--- src/rtl/fetch_unit.sv ---
// Fetch unit: drives the i_cache read port one address per cycle and buffers
// the returned {instruction, pc} pairs in a small FIFO feeding decode.
module fetch_unit #(
  parameter logic [15:0] RESET_PC    = 16'h0000,
  parameter int unsigned QUEUE_DEPTH = 4
) (
  input  logic        clk,
  input  logic        rst_n,
  output logic        ic_rd_en,
  output logic [15:0] ic_rd_dest,
  input  logic [15:0] ic_rd_out,
  input  logic [15:0] ic_pc_out,
  input  logic        halt,
  input  logic        redirect_valid,
  input  logic [15:0] redirect_pc,
  output logic        dec_valid,
  input  logic        dec_ready,
  output logic [15:0] dec_instr,
  output logic [15:0] dec_pc
);

  localparam int unsigned PTR_W  = (QUEUE_DEPTH > 1) ? $clog2(QUEUE_DEPTH) : 1;
  localparam int unsigned CNT_W  = PTR_W + 1;
  localparam int unsigned CRED_W = CNT_W + 1;

  logic [15:0]      fetch_pc;
  logic             inflight;
  logic             squash;
  logic [PTR_W-1:0] rd_ptr;
  logic [PTR_W-1:0] wr_ptr;
  logic [CNT_W-1:0] count;
  logic [15:0]      q_instr [QUEUE_DEPTH];
  logic [15:0]      q_pc    [QUEUE_DEPTH];

  logic              push;
  logic              pop;
  logic [CRED_W-1:0] credit_used;

  // Credit counts queued entries plus the one response still in flight.
  assign credit_used = CRED_W'(count) + CRED_W'(inflight);

  // Strobe is held low while in reset so the first read follows reset release.
  assign ic_rd_en   = rst_n & ~halt & ~redirect_valid &
                      (credit_used < CRED_W'(QUEUE_DEPTH));
  assign ic_rd_dest = fetch_pc;

  assign push      = inflight & ~squash;
  assign dec_valid = (count != '0);
  assign pop       = dec_valid & dec_ready;
  assign dec_instr = q_instr[rd_ptr];
  assign dec_pc    = q_pc[rd_ptr];

  // Fetch PC, in-flight and squash tracking.
  always_ff @(posedge clk or negedge rst_n) begin
    if (!rst_n) begin
      fetch_pc <= RESET_PC;
      inflight <= 1'b0;
      squash   <= 1'b0;
    end else begin
      squash   <= redirect_valid;
      inflight <= ic_rd_en;
      if (redirect_valid) begin
        fetch_pc <= redirect_pc;
      end else if (ic_rd_en) begin
        fetch_pc <= fetch_pc + 16'd1;
      end
    end
  end

  // Queue pointers and occupancy; a redirect flush overrides push and pop.
  always_ff @(posedge clk or negedge rst_n) begin
    if (!rst_n) begin
      rd_ptr <= '0;
      wr_ptr <= '0;
      count  <= '0;
    end else if (redirect_valid) begin
      rd_ptr <= '0;
      wr_ptr <= '0;
      count  <= '0;
    end else begin
      if (push) begin
        wr_ptr <= wr_ptr + PTR_W'(1);
      end
      if (pop) begin
        rd_ptr <= rd_ptr + PTR_W'(1);
      end
      case ({push, pop})
        2'b10:   count <= count + CNT_W'(1);
        2'b01:   count <= count - CNT_W'(1);
        default: count <= count;
      endcase
    end
  end

  // Queue storage; the response is captured from the i_cache outputs.
  always_ff @(posedge clk or negedge rst_n) begin
    if (!rst_n) begin
      for (int unsigned i = 0; i < QUEUE_DEPTH; i++) begin
        q_instr[i] <= 16'h0000;
        q_pc[i]    <= 16'h0000;
      end
    end else if (push && !redirect_valid) begin
      q_instr[wr_ptr] <= ic_rd_out;
      q_pc[wr_ptr]    <= ic_pc_out;
    end
  end

endmodule

--- config.mk ---
export PLATFORM = sky130hd
export DESIGN_NAME = fetch_unit
export DESIGN_NICKNAME = d
export VERILOG_FILES = /design/src/rtl/fetch_unit.sv
export SDC_FILE = /design/constraint.sdc
export NUM_CORES = 1
export LEC_CHECK = 0
export CORE_ASPECT_RATIO = 0.7
export CORE_MARGIN = 2
export CORE_UTILIZATION = 40
export DETAILED_ROUTE_END_ITERATION = 8
export GPL_TIMING_DRIVEN = 0
export MAX_ROUTING_LAYER = met4
export PLACE_DENSITY = 0.6
export SLEW_MARGIN = 20
export SYNTH_ARGS = -nofsm -noshare
export SYNTH_HDL_FRONTEND = slang
export SYNTH_SLANG_ARGS = --single-unit
--- constraint.sdc ---
create_clock -name clk -period 4 [get_ports clk]
set_input_delay 1.2 -clock clk [delete_from_list [all_inputs] [get_ports clk]]
set_output_delay 1.2 -clock clk [all_outputs]
set_load 0.01 [all_outputs]
==> results of run 1 <==
flip-flops by register name (all words and copies together) (netlist names):
register / cells
q_instr: 64
q_pc: 64
ic_rd_dest: 16
count: 3
rd_ptr: 2
wr_ptr: 2
inflight: 1
squash: 1
synth_stat cells (5+ instances only):
| master | n | share of area, % |
|---|---|---|
| dfrtp_1 | 153 | 55 |
| nand4_1 | 5 | 0.45 |
| nand3_1 | 11 | 0.78 |
| nor2_1 | 11 | 0.59 |
| nand2_1 | 10 | 0.53 |
| a221o_1 | 5 | 0.71 |
| and2_1 | 7 | 0.62 |
| inv_1 | 6 | 0.32 |
| mux2_1 | 39 | 6.3 |
| mux2_2 | 90 | 14 |
| clkbuf_1 | 7 | 0.37 |
| buf_2 | 12 | 0.86 |
| mux4_2 | 32 | 10 |
| buf_4 | 12 | 1.3 |
| mux2i_1 | 8 | 1.1 |
| ha_1 | 5 | 0.89 |
path summary, 6_finish.rpt:
| check | startpoint | endpoint | depth (start not counted) |
|---|---|---|---|
| setup / recovery | rd_ptr[1] | dec_instr[5] | 4 |
| hold / removal | q_pc[19] | q_pc[19] | 1 |
| max in group asynchronous | rst_n | q_instr[6] | 2 |
| hold reg to reg | q_pc[19] | q_pc[19] | 1 |
| min in group asynchronous | rst_n | q_pc[11] | 1 |
| setup reg to reg | count[0] | count[2] | 5 |
cell type report:
cell class                 instances  share of cell area, %
buffer                            32                   2.08
clock buffer                      19                   5.03
clock inverter                    13                   1.85
inverter                           7                  0.320
multi-input combinational        274                   33.1
sequential                       153                   42.5
tap                              231                   3.21
timing repair buffer             105                   11.9
critical path: cells and delay by family (launching register included):
family	cells	cell delay (ns)
muxes	1	0.45
buffers and inverters	3	1.49
DFF	1	0.32
kinds of logic (layout without fill, tap and decap cells):
family                   count (synthesis)  after routing
AND/OR/NAND/NOR                         67             67
adder cells (fa/ha/maj)                  6              6
flip-flops                             153            153
multiplexers                           169            169
AO/OA/AOI/OAI                           28             28
XOR/XNOR                                 4              4
buffers and inverters                   39            176
per-layer routing:
metal | vias up | track usage, % | part of all wire (%)
met2 | 98 | 26.6 | 45
li1 | 1983 | - | -
met1 | 2269 | 25.7 | 50
met3 | 13 | 4.22 | 3.8
met5 | - | - | 0
met4 | 0 | 4.60 | 0.93
stage by stage:
stage / hold WS, ns / utilization [%] / total power [mW]
finish: 0.482 / 52.5 / 4.89
global route: 0.500 / 52.5 / 5.14
CTS: 0.487 / 52.5 / 4.95
detailed placement: 0.472 / 48.7 / 3.26
global placement: 0.464 / 48.5 / 3.23
floorplan: 0.452 / - / 2.60
power by group through the flow:
stage	Sequential, mW	Combinational [mW]	Clock [mW]
floorplan	1.87	0.729	0
global placement	1.89	1.34	0
detailed placement	1.90	1.36	0
CTS	1.87	1.37	1.71
global route	1.90	1.45	1.79
finish	1.87	1.34	1.67
repair_timing:
| action | in CTS | in global routing |
|---|---|---|
| buffers inserted | 2 | 0 |
| gates resized for setup | 4 | 0 |
| setup endpoints to repair | 1 | 0 |
==> results.py, run 1 <==
metrics = {
    "status": {
        "outcome": "finished, final reports clean",
    },
    "placed_design": {
        "port_buffers": 102,
        "place_congestion": 0.742,
        "place_area_sq_um": 8370,
        "dp.cells": 800,
        "place_ws_ns": -0.461,
        "dpl.hpwl_mm": 10.3,
    },
    "worst_setup_path": {
        "crit_slowest_cell": "clkbuf_1",
        "crit_top_cell": "clkbuf_1",
        "worstPathArrival_ns": 2.69,
        "cp_slowest_stage_delay_ns": 0.70,
        "worst_setup_path_start_kind": "flip-flop",
        "critPathMaxFanout": 10,
        "end_kind": "output pin",
        "r2r_slack_ns": 1.97,
        "crit_required_ns": 2.80,
        "worstSetupPathType": "reg -> out",
        "worstPathCellList": "clkbuf_1 -> clkbuf_1 -> mux4_2 -> clkdlybuf4s50_1",
    },
    "grt": {
        "grt-ovfl-total": 0,
        "grt_pass1_vias": 4515,
        "grt_use_total_pct": 18.1,
        "grt_pass1_wl_mm": 25.0,
        "grt_max_degree": 97,
        "antenna_found_initial": 0,
    },
    "synthesis": {
        "synthMuxAreaShare_pct": 32.1,
        "async_reset_ff_share_pct": 100,
        "synth.distinct_cells": 49,
        "avgSynthCellArea_sq_um": 15.1,
        "synth-edff-count": 0,
        "syn_nets": 525,
        "synth_warnings": 0,
        "synthCells": 466,
        "yosys.area_share.simple_pct": 5.47,
        "synth_area_sq_um": 7020,
        "synth_top_family_by_area": "multiplexers",
        "synth_compound_area_share_pct": 3.22,
        "synthXorXnorAreaFrac_pct": 0.499,
        "ys_seq_area_share_pct": 54.5,
        "ys_ff_latch": 153,
        "ys.flop_type": "dfrtp_1",
        "synth-adder-area-share_pct": 1.18,
    },
    "routing": {
        "viasPerCell": 5.23,
        "dr_total_vias": 4363,
        "route.detailed.drc": 0,
        "routedWlPerCell_um": 18.3,
        "drt_iter0_drc": 200,
        "dr.pass1.iters": 5,
        "antenna_left": 0,
        "routed_wl_mm": 15.3,
    },
    "final_layout": {
        "fin_area_sq_um": 9010,
        "most-common-layout-cells": "dfrtp_1 (153), clkdlybuf4s50_1 (99), mux2_2 (90)",
        "antennaDiodeCount": 0,
        "fill_cells": 1461,
        "stdcell_count": 834,
        "synthToLayoutAreaGrowth_pct": 28.2,
        "layout_commonest_cell": "dfrtp_1",
        "multi_input_area_sq_um": 2980,
        "fin_nets": 649,
        "seqCellArea_sq_um": 3830,
        "drive_gt1_share_pct": 31.2,
    },
    "floorplan": {
        "start_util_pct": 40.9,
        "die_h_um": 115,
        "ios": 103,
        "row_count": 40,
        "core_area_sq_um": 17200,
        "die_width_um": 162,
        "die-area_sq_um": 18700,
    },
    "timing": {
        "worst_slew_pin_slew_ns": 0.870,
        "layout_setup_ws_ns": 0.106,
        "min_period_ns": 3.89,
        "slew-limit-headroom_pct": 42.0,
        "fin_tns_setup_ns": 0,
        "fin_worst_skew_ns": 0.0118,
        "period_share_pct": 97.4,
        "slew_viol_final": 0,
        "rsz0062_at_grt": "false",
        "final-setup-viol-count": 0,
        "max_clock_freq_ghz": 0.257,
        "finalHoldViolCount": 0,
    },
    "run": {
        "cap_violations": 0,
    },
    "cts": {
        "path_clk_slew_ns": 0.06,
        "worstSkewPairLatency_ns": 0.42,
        "cts_htree_levels": 4,
        "cts.sinks": 153,
        "cts_tree": "built",
        "cts_hold_buf": 0,
        "numCtsBuffers": 17,
        "clockBufferDepth": 2,
        "clock-root-buffer": "clkbuf_16",
    },
    "power_and_ir_drop": {
        "p_leak_nw": 4.08,
        "pwr-share-comb_pct": 27.5,
        "p_int_mw": 3.58,
        "powerDensity_nw_per_um2": 543,
        "p_switching_mw": 1.31,
        "seq_power_share_pct": 38.2,
        "vdd_drop_max_uv": 288,
        "swShare_pct": 26.8,
        "pwr-share-clk_pct": 34.3,
    },
    "worst_hold_path": {
        "hold_class": "reg -> reg",
    },
}
No activity file was read; power rests on OpenSTA's default activity.
==> inputs of run 2 (changes only) <==
--- a/config.mk
+++ b/config.mk
@@ -8,10 +8,10 @@
 export CORE_ASPECT_RATIO = 0.7
 export CORE_MARGIN = 2
 export CORE_UTILIZATION = 40
+export CTS_BUF_LIST = sky130_fd_sc_hd__clkbuf_16
 export DETAILED_ROUTE_END_ITERATION = 8
-export GPL_TIMING_DRIVEN = 0
 export MAX_ROUTING_LAYER = met4
-export PLACE_DENSITY = 0.6
+export PLACE_DENSITY_LB_ADDON = 0.15
 export SLEW_MARGIN = 20
 export SYNTH_ARGS = -nofsm -noshare
 export SYNTH_HDL_FRONTEND = slang
==> results.py, run 2 (synthesis gave the netlist of run 1 again) <==
metrics = {
    "grt": {
        "grt_pass1_wl_mm": 24.2,
        "grt_pass1_vias": 4538,
        "use_met1_pct": 23.9,
        "grt_max_degree": 78,
        "met3_usage_pct": 4.40,
        "grt_use_total_pct": 17.5,
        "busiest_layer": "met2",
        "grt_util_met2_pct": 26.1,
        "antenna_found_initial": 0,
        "grt-ovfl-total": 0,
    },
    "final_layout": {
        "multi_input_area_sq_um": 2990,
        "most-common-layout-cells": "dfrtp_1 (151), clkdlybuf4s50_1 (101), mux2_2 (90)",
        "fin_nets": 630,
        "stdcell_count": 815,
        "drive_gt1_share_pct": 30.3,
        "layout_commonest_cell": "dfrtp_1",
        "fill_cells": 1411,
        "fin_area_sq_um": 8880,
        "seqCellArea_sq_um": 3830,
        "antennaDiodeCount": 0,
        "synthToLayoutAreaGrowth_pct": 26.4,
    },
    "cts": {
        "cts.sinks": 153,
        "clockBufferDepth": 2,
        "cts_hold_buf": 0,
        "cts_resized": 0,
        "clock-root-buffer": "clkbuf_16",
        "cts_setup_buffers": 0,
        "numCtsBuffers": 17,
        "cts_tree": "built",
        "worstSkewPairLatency_ns": 0.42,
        "path_clk_slew_ns": 0.06,
        "cts_htree_levels": 4,
    },
    "floorplan": {
        "start_util_pct": 40.9,
        "core_area_sq_um": 17200,
        "die_width_um": 162,
        "ios": 103,
        "die-area_sq_um": 18700,
        "row_count": 40,
        "die_h_um": 115,
    },
    "timing": {
        "fin_tns_setup_ns": 0,
        "slew-limit-headroom_pct": 35.9,
        "fin_worst_skew_ns": 0.00627,
        "min_period_ns": 3.92,
        "slew_viol_final": 0,
        "final-setup-viol-count": 0,
        "finalHoldViolCount": 0,
        "max_clock_freq_ghz": 0.255,
        "worst_slew_pin_slew_ns": 0.961,
        "period_share_pct": 97.9,
        "rsz0062_at_grt": "false",
    },
    "routing": {
        "viasPerCell": 5.29,
        "drt_iter0_drc": 216,
        "antenna_left": 0,
        "routed_wl_mm": 14.9,
        "dr_total_vias": 4308,
        "route.detailed.drc": 0,
        "dr.pass1.iters": 4,
        "routedWlPerCell_um": 18.2,
    },
    "power_and_ir_drop": {
        "vdd_drop_max_uv": 199,
        "powerDensity_nw_per_um2": 541,
        "pwr-share-comb_pct": 27.4,
        "swShare_pct": 26.5,
        "pwr-share-clk_pct": 33.2,
        "p_leak_nw": 3.99,
        "p_switching_mw": 1.27,
        "seq_power_share_pct": 39.4,
        "p_int_mw": 3.53,
        "total_power_mw": 4.80,
    },
    "worst_setup_path": {
        "crit_required_ns": 2.80,
        "critPathMaxFanout": 2,
        "r2r-start": "count[0]",
        "end_kind": "output pin",
        "startpoint": "halt",
        "worstSetupPathType": "in -> out",
        "worstPathArrival_ns": 2.72,
        "worst_setup_path_start_kind": "input port",
    },
    "placed_design": {
        "place_area_sq_um": 8290,
        "place_congestion": 0.765,
        "dp.cells": 783,
        "dpl.hpwl_mm": 9.43,
        "port_buffers": 102,
    },
    "worst_hold_path": {
        "hold_class": "reg -> reg",
        "min-delay-start": "q_pc[20]",
    },
    "status": {
        "outcome": "finished, final reports clean",
    },
    "run": {
        "cap_violations": 0,
    },
}
run 2: cell count changes in the layout (fill, tap and decap cells not counted), sizes merged:
cell           before  now
buf                29   17
clkbuf             26   17
clkdlybuf4s50      99  101
clkinv              4    6
dlygate4sd2         2    0
run 2: power by group through the flow:
stage                     clock network [mW]  logic, mW  registers [mW]
after floorplan                            0      0.729            1.87
after global placement                     0       1.32            1.91
after detailed placement                   0       1.33            1.92
after CTS                               1.64       1.34            1.89
after global routing                    1.71       1.41            1.92
final                                   1.60       1.31            1.89
run 2: area by class of cell:
cell class	instances	area share [%]
well taps	231	3.25
clock buffers	17	4.79
repair buffers	118	13.0
flip-flops and latches	153	43.1
clock inverters	15	1.83
multi-input cells	274	33.6
inverters	7	0.296
run 2: final timing paths:
kind / endpoint / slack, ns / depth (start not counted)
worst max register to register: count[2] / 1.97 / 5
max in group asynchronous: rd_ptr[1] / 1.58 / 3
min in group asynchronous: ic_rd_dest[6] / 0.90 / 2
worst min-delay path: q_pc[20] / 0.48 / 1
worst min register to register: q_pc[20] / 0.48 / 1
worst max-delay path: ic_rd_en / 0.08 / 5
run 2: per-layer routing:
| metal | routed length (um) | share of wire, % | vias to the layer above |
|---|---|---|---|
| met2 | 6850 | 46 | 109 |
| met5 | 0 | 0 | - |
| li1 | - | - | 1957 |
| met1 | 7190 | 48 | 2227 |
| met4 | 141 | 0.95 | 0 |
| met3 | 675 | 4.5 | 15 |
run 2: worst max-delay path, cell delays in order:
cell and delay [ns]:
clkdlybuf4s50_1 0.49, nor4b_4 0.34, nand2_2 0.09, inv_2 0.06
clkdlybuf4s50_1 0.53
run 2: metrics by stage:
step	hold slack [ns]	utilization [%]	setup WS, ns
final	0.482	51.7	0.0829
after global placement	0.463	48.3	0.0835
after global routing	0.491	51.7	0.00227
after detailed placement	0.469	48.3	0.0864
after CTS	0.484	51.7	0.0748
after floorplan	0.452	-	0.923
